`src/rtl/fetch_ctrl_if.sv`:
```
`default_nettype none
// ============================================================================
//  Module      : fetch_ctrl_if
//  Description : Bus bundle for the fetch controller. It carries the
//                instruction-memory request/ack channel and the
//                instr/instr_valid/instr_ready handoff to decode.
//                master : fetch controller side
//                slave  : memory + decode side
//  Signals     : imem_req, imem_addr[31:0]   request to instruction memory
//                imem_ack, imem_rdata[31:0]  memory response
//                instr[31:0], instr_valid    instruction offered to decode
//                instr_ready                 decode accepts instr
//  Revision    : 1.0  initial release
// ============================================================================
interface fetch_ctrl_if;
  logic        imem_req;
  logic [31:0] imem_addr;
  logic        imem_ack;
  logic [31:0] imem_rdata;
  logic [31:0] instr;
  logic        instr_valid;
  logic        instr_ready;

  modport master (
    output imem_req, imem_addr, instr, instr_valid,
    input  imem_ack, imem_rdata, instr_ready
  );

  modport slave (
    input  imem_req, imem_addr, instr, instr_valid,
    output imem_ack, imem_rdata, instr_ready
  );
endinterface
`default_nettype wire

```
`src/rtl/fetch_ctrl.sv`:
```
`default_nettype none
// ============================================================================
//  Module      : fetch_ctrl
//  Description : Instruction fetch controller. It issues one memory request at
//                a time, hands each fetched word to decode, drives PC
//                increment/branch pulses, and handles redirects, halt and
//                a sticky memory-timeout fault. All outputs are registered.
//  Parameters  : ACK_TIMEOUT  unanswered request cycles before FAULT (1..255)
//  Ports       : clk, rst            clock, synchronous active-high reset
//                start               begin/resume fetching (IDLE/HALT)
//                halt_req            halt after the current handoff
//                redirect, redirect_addr[31:0]  restart fetch at target
//                pc[31:0]            current PC from the PC block
//                pc_inc, pc_branch   PC advance / PC load pulses
//                pc_addr[31:0]       branch target for the PC block
//                halted, fault       status
//                bus                 imem + decode handshakes (master)
//  Revision    : 1.0  initial release
// ============================================================================
module fetch_ctrl #(
  parameter int unsigned ACK_TIMEOUT = 15
) (
  input  wire logic        clk,
  input  wire logic        rst,
  input  wire logic        start,
  input  wire logic        halt_req,
  input  wire logic        redirect,
  input  wire logic [31:0] redirect_addr,
  input  wire logic [31:0] pc,
  output logic             pc_inc,
  output logic             pc_branch,
  output logic [31:0]      pc_addr,
  output logic             halted,
  output logic             fault,
  fetch_ctrl_if.master     bus
);

  // Last unanswered count that still leaves room for one more cycle.
  localparam logic [7:0] c_TIMEOUT_LAST = 8'(ACK_TIMEOUT - 1);

  typedef enum logic [2:0] {
    S_IDLE  = 3'd0,
    S_REQ   = 3'd1,
    S_HOLD  = 3'd2,
    S_REDIR = 3'd3,
    S_HALT  = 3'd4,
    S_FAULT = 3'd5
  } state_t;

  state_t      r_state, w_state_nxt;
  logic [7:0]  r_cnt, w_cnt_nxt;
  logic        r_pc_inc, r_pc_branch, r_imem_req, r_instr_valid, r_halted, r_fault;
  logic [31:0] r_pc_addr, r_imem_addr, r_instr;
  logic        w_pc_inc, w_pc_branch, w_imem_req, w_instr_valid, w_halted, w_fault;
  logic [31:0] w_pc_addr, w_imem_addr, w_instr;
  logic [31:0] w_pc_next;
  logic        w_timeout;
  logic        w_handshake;

  // The PC block reacts to our pulses at the same edge that our address
  // register samples, so forward the value pc will hold next cycle.
  assign w_pc_next   = r_pc_inc ? (pc + 32'd4) : (r_pc_branch ? r_pc_addr : pc);
  assign w_timeout   = (r_cnt >= c_TIMEOUT_LAST);
  assign w_handshake = r_instr_valid & bus.instr_ready;

  // Next-state logic; redirect outranks ack, ack outranks timeout.
  always_comb begin
    w_state_nxt = r_state;
    case (r_state)
      S_IDLE:  if (start) w_state_nxt = S_REQ;
      S_REQ: begin
        if (redirect)          w_state_nxt = S_REDIR;
        else if (bus.imem_ack) w_state_nxt = S_HOLD;
        else if (w_timeout)    w_state_nxt = S_FAULT;
      end
      S_HOLD: begin
        if (redirect)         w_state_nxt = S_REDIR;
        else if (w_handshake) w_state_nxt = halt_req ? S_HALT : S_REQ;
      end
      S_REDIR: if (!redirect) w_state_nxt = S_REQ;
      S_HALT:  if (start) w_state_nxt = S_REQ;
      S_FAULT: w_state_nxt = S_FAULT;
      default: w_state_nxt = S_IDLE;
    endcase
  end

  // Output values for the coming cycle, derived from the state being entered.
  always_comb begin
    w_pc_inc      = 1'b0;
    w_pc_branch   = 1'b0;
    w_pc_addr     = r_pc_addr;
    w_imem_req    = 1'b0;
    w_imem_addr   = 32'd0;
    w_instr       = r_instr;
    w_instr_valid = 1'b0;
    w_halted      = 1'b0;
    w_fault       = 1'b0;
    w_cnt_nxt     = 8'd0;
    case (w_state_nxt)
      S_REQ: begin
        w_imem_req  = 1'b1;
        w_imem_addr = w_pc_next;
        // Counter restarts on every entry into REQ.
        if (r_state == S_REQ) w_cnt_nxt = r_cnt + 8'd1;
      end
      S_HOLD: begin
        w_instr_valid = 1'b1;
        // Capture and pulse only on the REQ->HOLD transition.
        if (r_state == S_REQ) begin
          w_instr  = bus.imem_rdata;
          w_pc_inc = 1'b1;
        end
      end
      S_REDIR: begin
        w_pc_branch = 1'b1;
        w_pc_addr   = redirect_addr;
      end
      S_HALT:  w_halted = 1'b1;
      S_FAULT: begin
        w_fault   = 1'b1;
        w_instr   = 32'd0;
        w_pc_addr = 32'd0;
      end
      default: ;
    endcase
  end

  always_ff @(posedge clk) begin
    if (rst) begin
      r_state <= S_IDLE;
      r_cnt   <= 8'd0;
    end else begin
      r_state <= w_state_nxt;
      r_cnt   <= w_cnt_nxt;
    end
  end

  always_ff @(posedge clk) begin
    if (rst) begin
      r_pc_inc      <= 1'b0;
      r_pc_branch   <= 1'b0;
      r_pc_addr     <= 32'd0;
      r_imem_req    <= 1'b0;
      r_imem_addr   <= 32'd0;
      r_instr       <= 32'd0;
      r_instr_valid <= 1'b0;
      r_halted      <= 1'b0;
      r_fault       <= 1'b0;
    end else begin
      r_pc_inc      <= w_pc_inc;
      r_pc_branch   <= w_pc_branch;
      r_pc_addr     <= w_pc_addr;
      r_imem_req    <= w_imem_req;
      r_imem_addr   <= w_imem_addr;
      r_instr       <= w_instr;
      r_instr_valid <= w_instr_valid;
      r_halted      <= w_halted;
      r_fault       <= w_fault;
    end
  end

  assign pc_inc          = r_pc_inc;
  assign pc_branch       = r_pc_branch;
  assign pc_addr         = r_pc_addr;
  assign halted          = r_halted;
  assign fault           = r_fault;
  assign bus.imem_req    = r_imem_req;
  assign bus.imem_addr   = r_imem_addr;
  assign bus.instr       = r_instr;
  assign bus.instr_valid = r_instr_valid;

endmodule
`default_nettype wire

```
`src/flat_wrapper.sv`:
```
// flat-port wrapper written by rule: the top's interface ports become plain ports
module fetch_ctrl_flat 
#(
  parameter int unsigned ACK_TIMEOUT = 15
)
  (clk, rst, start, halt_req, redirect, redirect_addr, pc, pc_inc, pc_branch, pc_addr, halted, fault, bus_imem_req, bus_imem_addr, bus_instr, bus_instr_valid, bus_imem_ack, bus_imem_rdata, bus_instr_ready);
  fetch_ctrl_if bus_i ();
  input  wire logic clk;
  input  wire logic rst;
  input  wire logic start;
  input  wire logic halt_req;
  input  wire logic redirect;
  input  wire logic [31:0] redirect_addr;
  input  wire logic [31:0] pc;
  output logic pc_inc;
  output logic pc_branch;
  output logic [31:0] pc_addr;
  output logic halted;
  output logic fault;
  output wire logic [$bits(bus_i.imem_req)-1:0] bus_imem_req;
  output wire logic [$bits(bus_i.imem_addr)-1:0] bus_imem_addr;
  output wire logic [$bits(bus_i.instr)-1:0] bus_instr;
  output wire logic [$bits(bus_i.instr_valid)-1:0] bus_instr_valid;
  input wire logic [$bits(bus_i.imem_ack)-1:0] bus_imem_ack;
  input wire logic [$bits(bus_i.imem_rdata)-1:0] bus_imem_rdata;
  input wire logic [$bits(bus_i.instr_ready)-1:0] bus_instr_ready;
  assign bus_imem_req = bus_i.imem_req;
  assign bus_imem_addr = bus_i.imem_addr;
  assign bus_instr = bus_i.instr;
  assign bus_instr_valid = bus_i.instr_valid;
  assign bus_i.imem_ack = bus_imem_ack;
  assign bus_i.imem_rdata = bus_imem_rdata;
  assign bus_i.instr_ready = bus_instr_ready;
  fetch_ctrl #(.ACK_TIMEOUT(ACK_TIMEOUT)) u_core (.clk(clk), .rst(rst), .start(start), .halt_req(halt_req), .redirect(redirect), .redirect_addr(redirect_addr), .pc(pc), .pc_inc(pc_inc), .pc_branch(pc_branch), .pc_addr(pc_addr), .halted(halted), .fault(fault), .bus(bus_i));
endmodule
```
`config.mk`:
```
export PLATFORM = sky130hd
export DESIGN_NAME = fetch_ctrl_flat
export DESIGN_NICKNAME = d
export VERILOG_FILES = /design/src/rtl/fetch_ctrl_if.sv /design/src/rtl/fetch_ctrl.sv /design/src/flat_wrapper.sv
export SDC_FILE = /design/constraint.sdc
export NUM_CORES = 1
export LEC_CHECK = 0
export CELL_PAD_IN_SITES_DETAIL_PLACEMENT = 1
export CELL_PAD_IN_SITES_GLOBAL_PLACEMENT = 1
export CORE_MARGIN = 4
export CORE_UTILIZATION = 49
export CTS_CLUSTER_DIAMETER = 80
export DETAILED_ROUTE_END_ITERATION = 10
export DONT_BUFFER_PORTS = 1
export PLACE_DENSITY = 0.84
export SYNTH_ARGS = -nofsm -noshare
export SYNTH_HDL_FRONTEND = slang
export SYNTH_SLANG_ARGS = --single-unit
```
`constraint.sdc`:
```
create_clock -name clk -period 3.5 [get_ports clk]
set_input_delay 1.05 -clock clk [delete_from_list [all_inputs] [get_ports clk]]
set_output_delay 1.05 -clock clk [all_outputs]
set_load 0.01 [all_outputs]
```
==> results.py, run 1 <==
metrics = {
    "status": {
        "outcome": "finished, final reports clean",
    },
    "yosys": {
        "synth_area_sq_um": 4410,
        "synth_seq_cells": 113,
        "synth_top_area_share": 0.513,
        "syn_area_per_cell_sq_um": 10.1,
        "postSynth.asyncResetShare": 0,
        "ys.warnings.count": 0,
        "synth-seq-area-share": 0.513,
        "synth_top_flop_cell": "dfxtp_1",
        "synth_edf_count": 0,
        "syn_inst": 437,
        "synth_top_cell_by_area": "dfxtp_1",
        "yosysUniqueCellTypes": 56,
        "synth.area.top_cells": "dfxtp_1 (51%), a22o_1 (13%), nor2_1 (2.5%), a211oi_1 (2.0%), a21oi_1 (1.9%)",
    },
    "routing": {
        "drtIter0Drc": 119,
        "num_vias": 3617,
        "ant_nets": 0,
        "vias_per_cell": 6.48,
        "wl_um": 13400,
        "routedWlPerCell_um": 23.9,
        "drt_pass1_iterations": 4,
        "drc": 0,
    },
    "floorplan": {
        "pin_count": 205,
        "initial_core_util": 0.505,
        "die_w_um": 103,
        "die_area_sq_um": 10600,
        "core_area_sq_um": 8720,
        "die_h_um": 103,
        "rows": 34,
    },
    "timing": {
        "skew_ps": 8.39,
        "period_minus_slack_ps": 2740,
        "fin_ws_ps": 757,
        "setup_viol": 0,
        "whs_ps": 496,
        "hold_violations": 0,
        "tns_ps": 0,
        "slew_viol_final": 0,
        "slew_headroom": 0.423,
        "fmax_mhz": 365,
        "worst_pin_slew_ps": 865,
        "post-route-period-util": 0.784,
        "rsz0062_at_grt": "no",
    },
    "setup_path": {
        "reg2reg_depth": 6,
        "crit_family": "compound AO/OA/AOI/OAI gates",
        "timing.rr.start": "u_core.r_state[0]$_SDFF_PP0_",
        "worstPathArrival_ps": 3090,
        "start_kind": "flip-flop",
        "cp_cell_sequence": "or3b_1, a2111o_1, and3_1, o21ai_4, buf_4, a211oi_1",
        "critPathSlowestCell": "o21ai_4",
        "worstPathMaxFanout": 22,
        "r2r_setup_slack_ps": 760,
        "r2r-end": "u_core.bus.imem_addr[2]$_SDFF_PP0_",
        "slowest_delay_ps": 550,
        "crit_buf_inv": 1,
        "criticalPathCategory": "reg -> reg",
        "crit_required_ps": 3850,
        "cp-end-kind": "flip-flop",
    },
    "min_path": {
        "whs_path_depth": 1,
        "holdPathEnd": "u_core.r_cnt[0]$_SDFF_PP0_",
        "hold_class": "reg -> reg",
        "hold_path_startpoint": "u_core.r_cnt[0]$_SDFF_PP0_",
    },
    "power": {
        "combPwrFrac": 0.087,
        "pwr-share-seq": 0.433,
        "switchingPower_mw": 0.944,
        "pwr-share-clk": 0.480,
        "irDropWorstVdd_v": 0.000355,
        "p_int_mw": 2.58,
        "power.density_nw_per_um2": 694,
        "switching_share": 0.268,
        "power_leakage_nw": 1.93,
    },
    "layout": {
        "area_growth_syn_to_layout_pct": 15.1,
        "nets": 543,
        "n_antenna_cell": 0,
        "drive_gt1_frac": 0.118,
    },
    "global_route": {
        "grt_overflow": 0,
        "grt_start_max_net_pins": 34,
        "grt_usage": 0.247,
        "first_global_vias": 3693,
        "antenna_found_initial": 0,
        "grt_first_pass_wirelength_um": 19900,
    },
    "placed_design": {
        "pre_cts_slack_ps": 680,
        "gp_congestion": 0.835,
        "dp_hpwl_um": 9350,
        "io_buffers": 0,
    },
    "clock_tree": {
        "ctsRootBufferMaster": "clkbuf_8",
        "cts.sinks": 113,
        "cts_tree": "built",
        "cts_resized": 0,
        "post_cts_buffers": 0,
        "numCtsBuffers": 17,
        "cts_max_path_buffers": 2,
        "clk_pin_slew_ps": 60,
        "h-tree-depth": 4,
        "holdBufCountCts": 0,
        "clk_latency_ps": 500,
    },
    "job": {
        "cap_violations": 0,
    },
}
## cells in the mapped netlist (all sizes together) (4+ instances only)
| cell | count |
|---|---|
| dfxtp | 113 |
| a22o | 63 |
| nor2 | 29 |
| nand2 | 22 |
| a21oi | 17 |
| clkbuf | 16 |
| nand3 | 16 |
| buf | 14 |
| nor3 | 14 |
| a211oi | 12 |
| and2 | 10 |
| and3 | 7 |
| nand4 | 6 |
| nor4 | 6 |
| o21ai | 6 |
| a2111oi | 5 |
| a311oi | 5 |
| a31oi | 5 |
| nor2b | 5 |
| a21o | 4 |
| and4 | 4 |
| inv | 4 |
## cell families after synthesis
family,share of synthesized area
AND/OR/NAND/NOR,0.174
AO/OA/AOI/OAI,0.241
flip-flops,0.513
buffers and inverters,0.0417
multiplexers,0.0122
XOR/XNOR,0.00795
adder cells (fa/ha/maj),0.00852
other,0.000851
## power groups by stage
stage	logic, mW	clock network (mW)	registers, mW
floorplan	0.250	0	1.51
global placement	0.289	0	1.55
detailed placement	0.302	0	1.55
CTS	0.308	1.72	1.53
global route	0.336	1.80	1.54
finish	0.307	1.69	1.52
## stage by stage
stage | utilization | cell area [sq um] | total power, mW | instances
floorplan | - | 4410 | 1.76 | 439
global placement | 0.513 | 4480 | 1.84 | 526
detailed placement | 0.513 | 4480 | 1.86 | 526
CTS | 0.581 | 5070 | 3.55 | 558
global route | 0.581 | 5070 | 3.67 | 558
finish | 0.581 | 5070 | 3.52 | 558
## worst max-delay path by stage
stage,endpoint,from,slack [ps],depth (start not counted)
floorplan,u_core.bus.imem_addr[29]$_SDFF_PP0_,pc[9],970,5
global placement,u_core.bus.imem_addr[2]$_SDFF_PP0_,redirect,770,6
detailed placement,u_core.bus.imem_addr[2]$_SDFF_PP0_,redirect,680,6
CTS,u_core.bus.imem_addr[2]$_SDFF_PP0_,u_core.r_state[0]$_SDFF_PP0_,740,6
global route,u_core.bus.imem_addr[2]$_SDFF_PP0_,u_core.r_state[0]$_SDFF_PP0_,610,6
finish,u_core.bus.imem_addr[2]$_SDFF_PP0_,u_core.r_state[0]$_SDFF_PP0_,760,6
## layer usage
| metal | vias up | share of wire | wire (um) | GRT usage |
|---|---|---|---|---|
| li1 | 1658 | - | - | - |
| met1 | 1777 | 0.38 | 5050 | 0.278 |
| met2 | 164 | 0.52 | 6920 | 0.432 |
| met3 | 18 | 0.090 | 1200 | 0.0934 |
| met4 | 0 | 0.014 | 185 | 0.0827 |
| met5 | - | 0 | 0 | 0 |
## registers in the layout, summed over array words and instances, names as in the netlist
signal	cells
u_core.r_cnt	8
u_core.bus.imem_req	1
u_core.pc_addr	32
u_core.pc_inc	1
u_core.bus.instr_valid	1
u_core.fault	1
u_core.pc_branch	1
u_core.bus.imem_addr	32
u_core.bus.instr	32
u_core.r_state	3
u_core.halted	1
## final cells by class
| type | instances | area, sq um |
|---|---|---|
| clock buffers | 19 | 442 |
| clock inverters | 13 | 151 |
| fillers | 938 | 3650 |
| inverters | 4 | 15.0 |
| multi-input cells | 292 | 2000 |
| flip-flops and latches | 113 | 2260 |
| well taps | 108 | 135 |
| repair buffers | 9 | 67.6 |
## cell usage in the layout, fill, tap and decap left out, drive strengths merged, types with 4 or more instances in the layout
master | netlist | routed
dfxtp | 113 | 113
a22o | 63 | 63
nor2 | 29 | 29
nand2 | 22 | 22
clkbuf | 16 | 19
a21oi | 17 | 17
nand3 | 16 | 16
nor3 | 14 | 14
a211oi | 12 | 12
and2 | 10 | 10
buf | 14 | 9
inv | 4 | 9
and3 | 7 | 7
nor4 | 6 | 6
nand4 | 6 | 6
o21ai | 6 | 6
a31oi | 5 | 5
a2111oi | 5 | 5
a311oi | 5 | 5
nor2b | 5 | 5
and4 | 4 | 4
a21o | 4 | 4
## worst register-to-register path, delay by kind of cell (launching register included)
kind                   cells  cell delay [ps]
and+or+nand+nor            2              730
AOI/OAI and AO/OA          3             1110
DFF                        1              420
buffers and inverters      1              330
Power figures use the tool's default switching activity.
==> run 2: changes to the inputs <==
CORE_UTILIZATION = 41   (was 49)
PLACE_DENSITY = 0.75   (was 0.84)
clock period = 2.2 ns   (was 3.5 ns; I/O delays follow)
==> run 2 against run 1 <==
Net effect:
- global-route usage is 2.1 points lower
- critical path depth is 1 higher
- sequential share of layout area is 2.7 points lower
- clock-buffer cell count shrank 2
- final cell count is 9.9% higher
- clock skew is 1.7 ps higher
- cell area grew 6.7%
- fmax up 29%
- via count up 3.6%
- core utilization is 6.2 points lower
- highest routed layer unchanged
- critical endpoint is now u_core.r_cnt[3]$_SDFF_PP0_
- total power grew 61%
- sequential cell count stayed put
==> results.py, run 2 (synthesis results as in run 1) <==
metrics = {
    "timing": {
        "worst_pin_slew_ps": 896,
        "period_minus_slack_ps": 2130,
        "setup_viol": 0,
        "rsz0062_at_grt": "no",
        "slew_viol_final": 0,
        "skew_ps": 10.1,
        "fmax_mhz": 470,
        "slew_headroom": 0.401,
        "fin_ws_ps": 74.3,
        "hold_violations": 0,
        "post-route-period-util": 0.966,
    },
    "setup_path": {
        "cp_cell_sequence": "or3b_4, a2111o_1, and3_4, o21ai_4, buf_12, buf_4, nor3_1",
        "r2r-end": "u_core.r_cnt[3]$_SDFF_PP0_",
        "cp-end-kind": "flip-flop",
        "criticalPathCategory": "reg -> reg",
        "crit_end": "u_core.r_cnt[3]$_SDFF_PP0_",
        "critPathSlowestCell": "a2111o_1",
        "cp-startpoint": "u_core.r_state[0]$_SDFF_PP0_",
        "reg2reg_depth": 7,
        "slowest_delay_ps": 440,
        "start_kind": "flip-flop",
        "timing.rr.start": "u_core.r_state[0]$_SDFF_PP0_",
        "crit_required_ps": 2600,
        "r2r_setup_slack_ps": 70,
        "worstPathMaxFanout": 6,
        "worstPathArrival_ps": 2530,
    },
    "clock_tree": {
        "ctsRootBufferMaster": "clkbuf_8",
        "cts_max_path_buffers": 2,
        "cts_tree": "built",
        "cts.sinks": 113,
        "numCtsBuffers": 17,
        "clk_pin_slew_ps": 60,
        "holdBufCountCts": 0,
        "clk_latency_ps": 520,
        "h-tree-depth": 4,
    },
    "global_route": {
        "grt_start_max_net_pins": 34,
        "grt_overflow": 0,
        "first_global_vias": 4062,
        "antenna_found_initial": 0,
        "grt_usage": 0.226,
        "grt_first_pass_wirelength_um": 22300,
    },
    "floorplan": {
        "core_area_sq_um": 10400,
        "die_h_um": 112,
        "die_area_sq_um": 12500,
        "rows": 37,
        "die_w_um": 112,
        "initial_core_util": 0.423,
        "pin_count": 205,
    },
    "placed_design": {
        "pre_cts_slack_ps": -303,
        "dp_hpwl_um": 9810,
        "dp.cells": 572,
        "gp_congestion": 0.806,
        "io_buffers": 0,
    },
    "power": {
        "power.density_nw_per_um2": 1040,
        "power_leakage_nw": 2.09,
        "irDropWorstVdd_v": 0.000522,
    },
    "layout": {
        "final_cell_mix": "dfxtp_1 (110), a22o_1 (63), buf_4 (28)",
        "stdcell_count": 613,
        "area_growth_syn_to_layout_pct": 22.8,
        "nets": 570,
        "fill_cells": 1147,
        "final_common_cell": "dfxtp_1",
        "drive_gt1_frac": 0.182,
        "n_antenna_cell": 0,
    },
    "routing": {
        "ant_nets": 0,
        "drtIter0Drc": 199,
        "drt_pass1_iterations": 4,
        "wl_um": 14300,
        "num_vias": 3749,
        "vias_per_cell": 6.12,
        "drc": 0,
        "routedWlPerCell_um": 23.3,
    },
    "status": {
        "outcome": "finished, final reports clean",
    },
    "job": {
        "cap_violations": 0,
    },
    "min_path": {
        "hold_class": "in -> reg",
    },
}
-- run 2: cell types whose count changed in the layout (fill, tap and decap cells not counted), sizes merged --
cell | previous run | this run
bufinv | 2 | 1
a21oi | 17 | 18
clkinvlp | 3 | 2
clkinv | 3 | 6
inv | 9 | 10
buf | 9 | 33
-- run 2: how the worst min path moves through the flow --
| stage | startpoint | slack, ps | depth (start not counted) | end |
|---|---|---|---|---|
| floorplan | u_core.r_cnt[0]$_SDFF_PP0_ | 450 | 1 | u_core.r_cnt[0]$_SDFF_PP0_ |
| global placement | u_core.r_cnt[0]$_SDFF_PP0_ | 460 | 1 | u_core.r_cnt[0]$_SDFF_PP0_ |
| detailed placement | u_core.r_cnt[0]$_SDFF_PP0_ | 480 | 1 | u_core.r_cnt[0]$_SDFF_PP0_ |
| CTS | rst | 200 | 1 | u_core.bus.instr[20]$_SDFFE_PP0P_ |
| global route | rst | 200 | 1 | u_core.bus.instr[20]$_SDFFE_PP0P_ |
| finish | rst | 220 | 1 | u_core.bus.instr[20]$_SDFFE_PP0P_ |
-- run 2: through the flow --
stage | power (mW) | utilization | hold WS [ps] | TNS, ps | cell area, sq um
2_1_floorplan | 2.80 | - | 450 | 0 | 4410
3_3_place_gp | 2.98 | 0.451 | 465 | -5450 | 4700
3_5_place_dp | 3.01 | 0.451 | 482 | -9240 | 4700
4_1_cts | 5.64 | 0.511 | 200 | 0 | 5330
5_1_grt | 5.89 | 0.520 | 198 | 0 | 5410
6_report | 5.65 | 0.520 | 225 | 0 | 5410
-- run 2: worst max-delay path: cells and delay by family, from the launching register on --
kind / cells / cell delay [ps]
DFF: 1 / 350
buffers and inverters: 2 / 300
AOI/OAI and AO/OA: 2 / 710
and+or+nand+nor: 3 / 640
-- run 2: layout make-up --
cell class / count / area [sq um] / area share
clock buffers: 17 / 414 / 0.0765
clock inverters: 15 / 153 / 0.0282
inverters: 4 / 15.0 / 0.00277
multi-input cells: 293 / 2030 / 0.376
flip-flops and latches: 113 / 2270 / 0.419
well taps: 136 / 170 / 0.0314
repair buffers: 35 / 360 / 0.0666
-- run 2: timing repair --
action	CTS	global route
gates cloned	1	2
setup buffers	4	2
resized for setup	2	6
setup endpoints to repair	34	46
pin swaps	2	1
-- run 2: metal layers --
| metal | vias to the layer above | part of all wire | GRT usage | wire length, um |
|---|---|---|---|---|
| met1 | 1826 | 0.39 | 0.258 | 5550 |
| met5 | - | 0 | 0 | 0 |
| li1 | 1730 | - | - | - |
| met3 | 26 | 0.088 | 0.0897 | 1260 |
| met2 | 167 | 0.50 | 0.382 | 7180 |
| met4 | 0 | 0.022 | 0.0843 | 317 |
-- run 2: where the power goes --
group,total (mW),leakage [nW],internal [mW],switching (mW)
sequential,2.41,0.922,2.21,0.201
combinational,0.660,0.894,0.303,0.357
clock,2.58,0.272,1.53,1.05
total,5.65,2.09,4.04,1.61
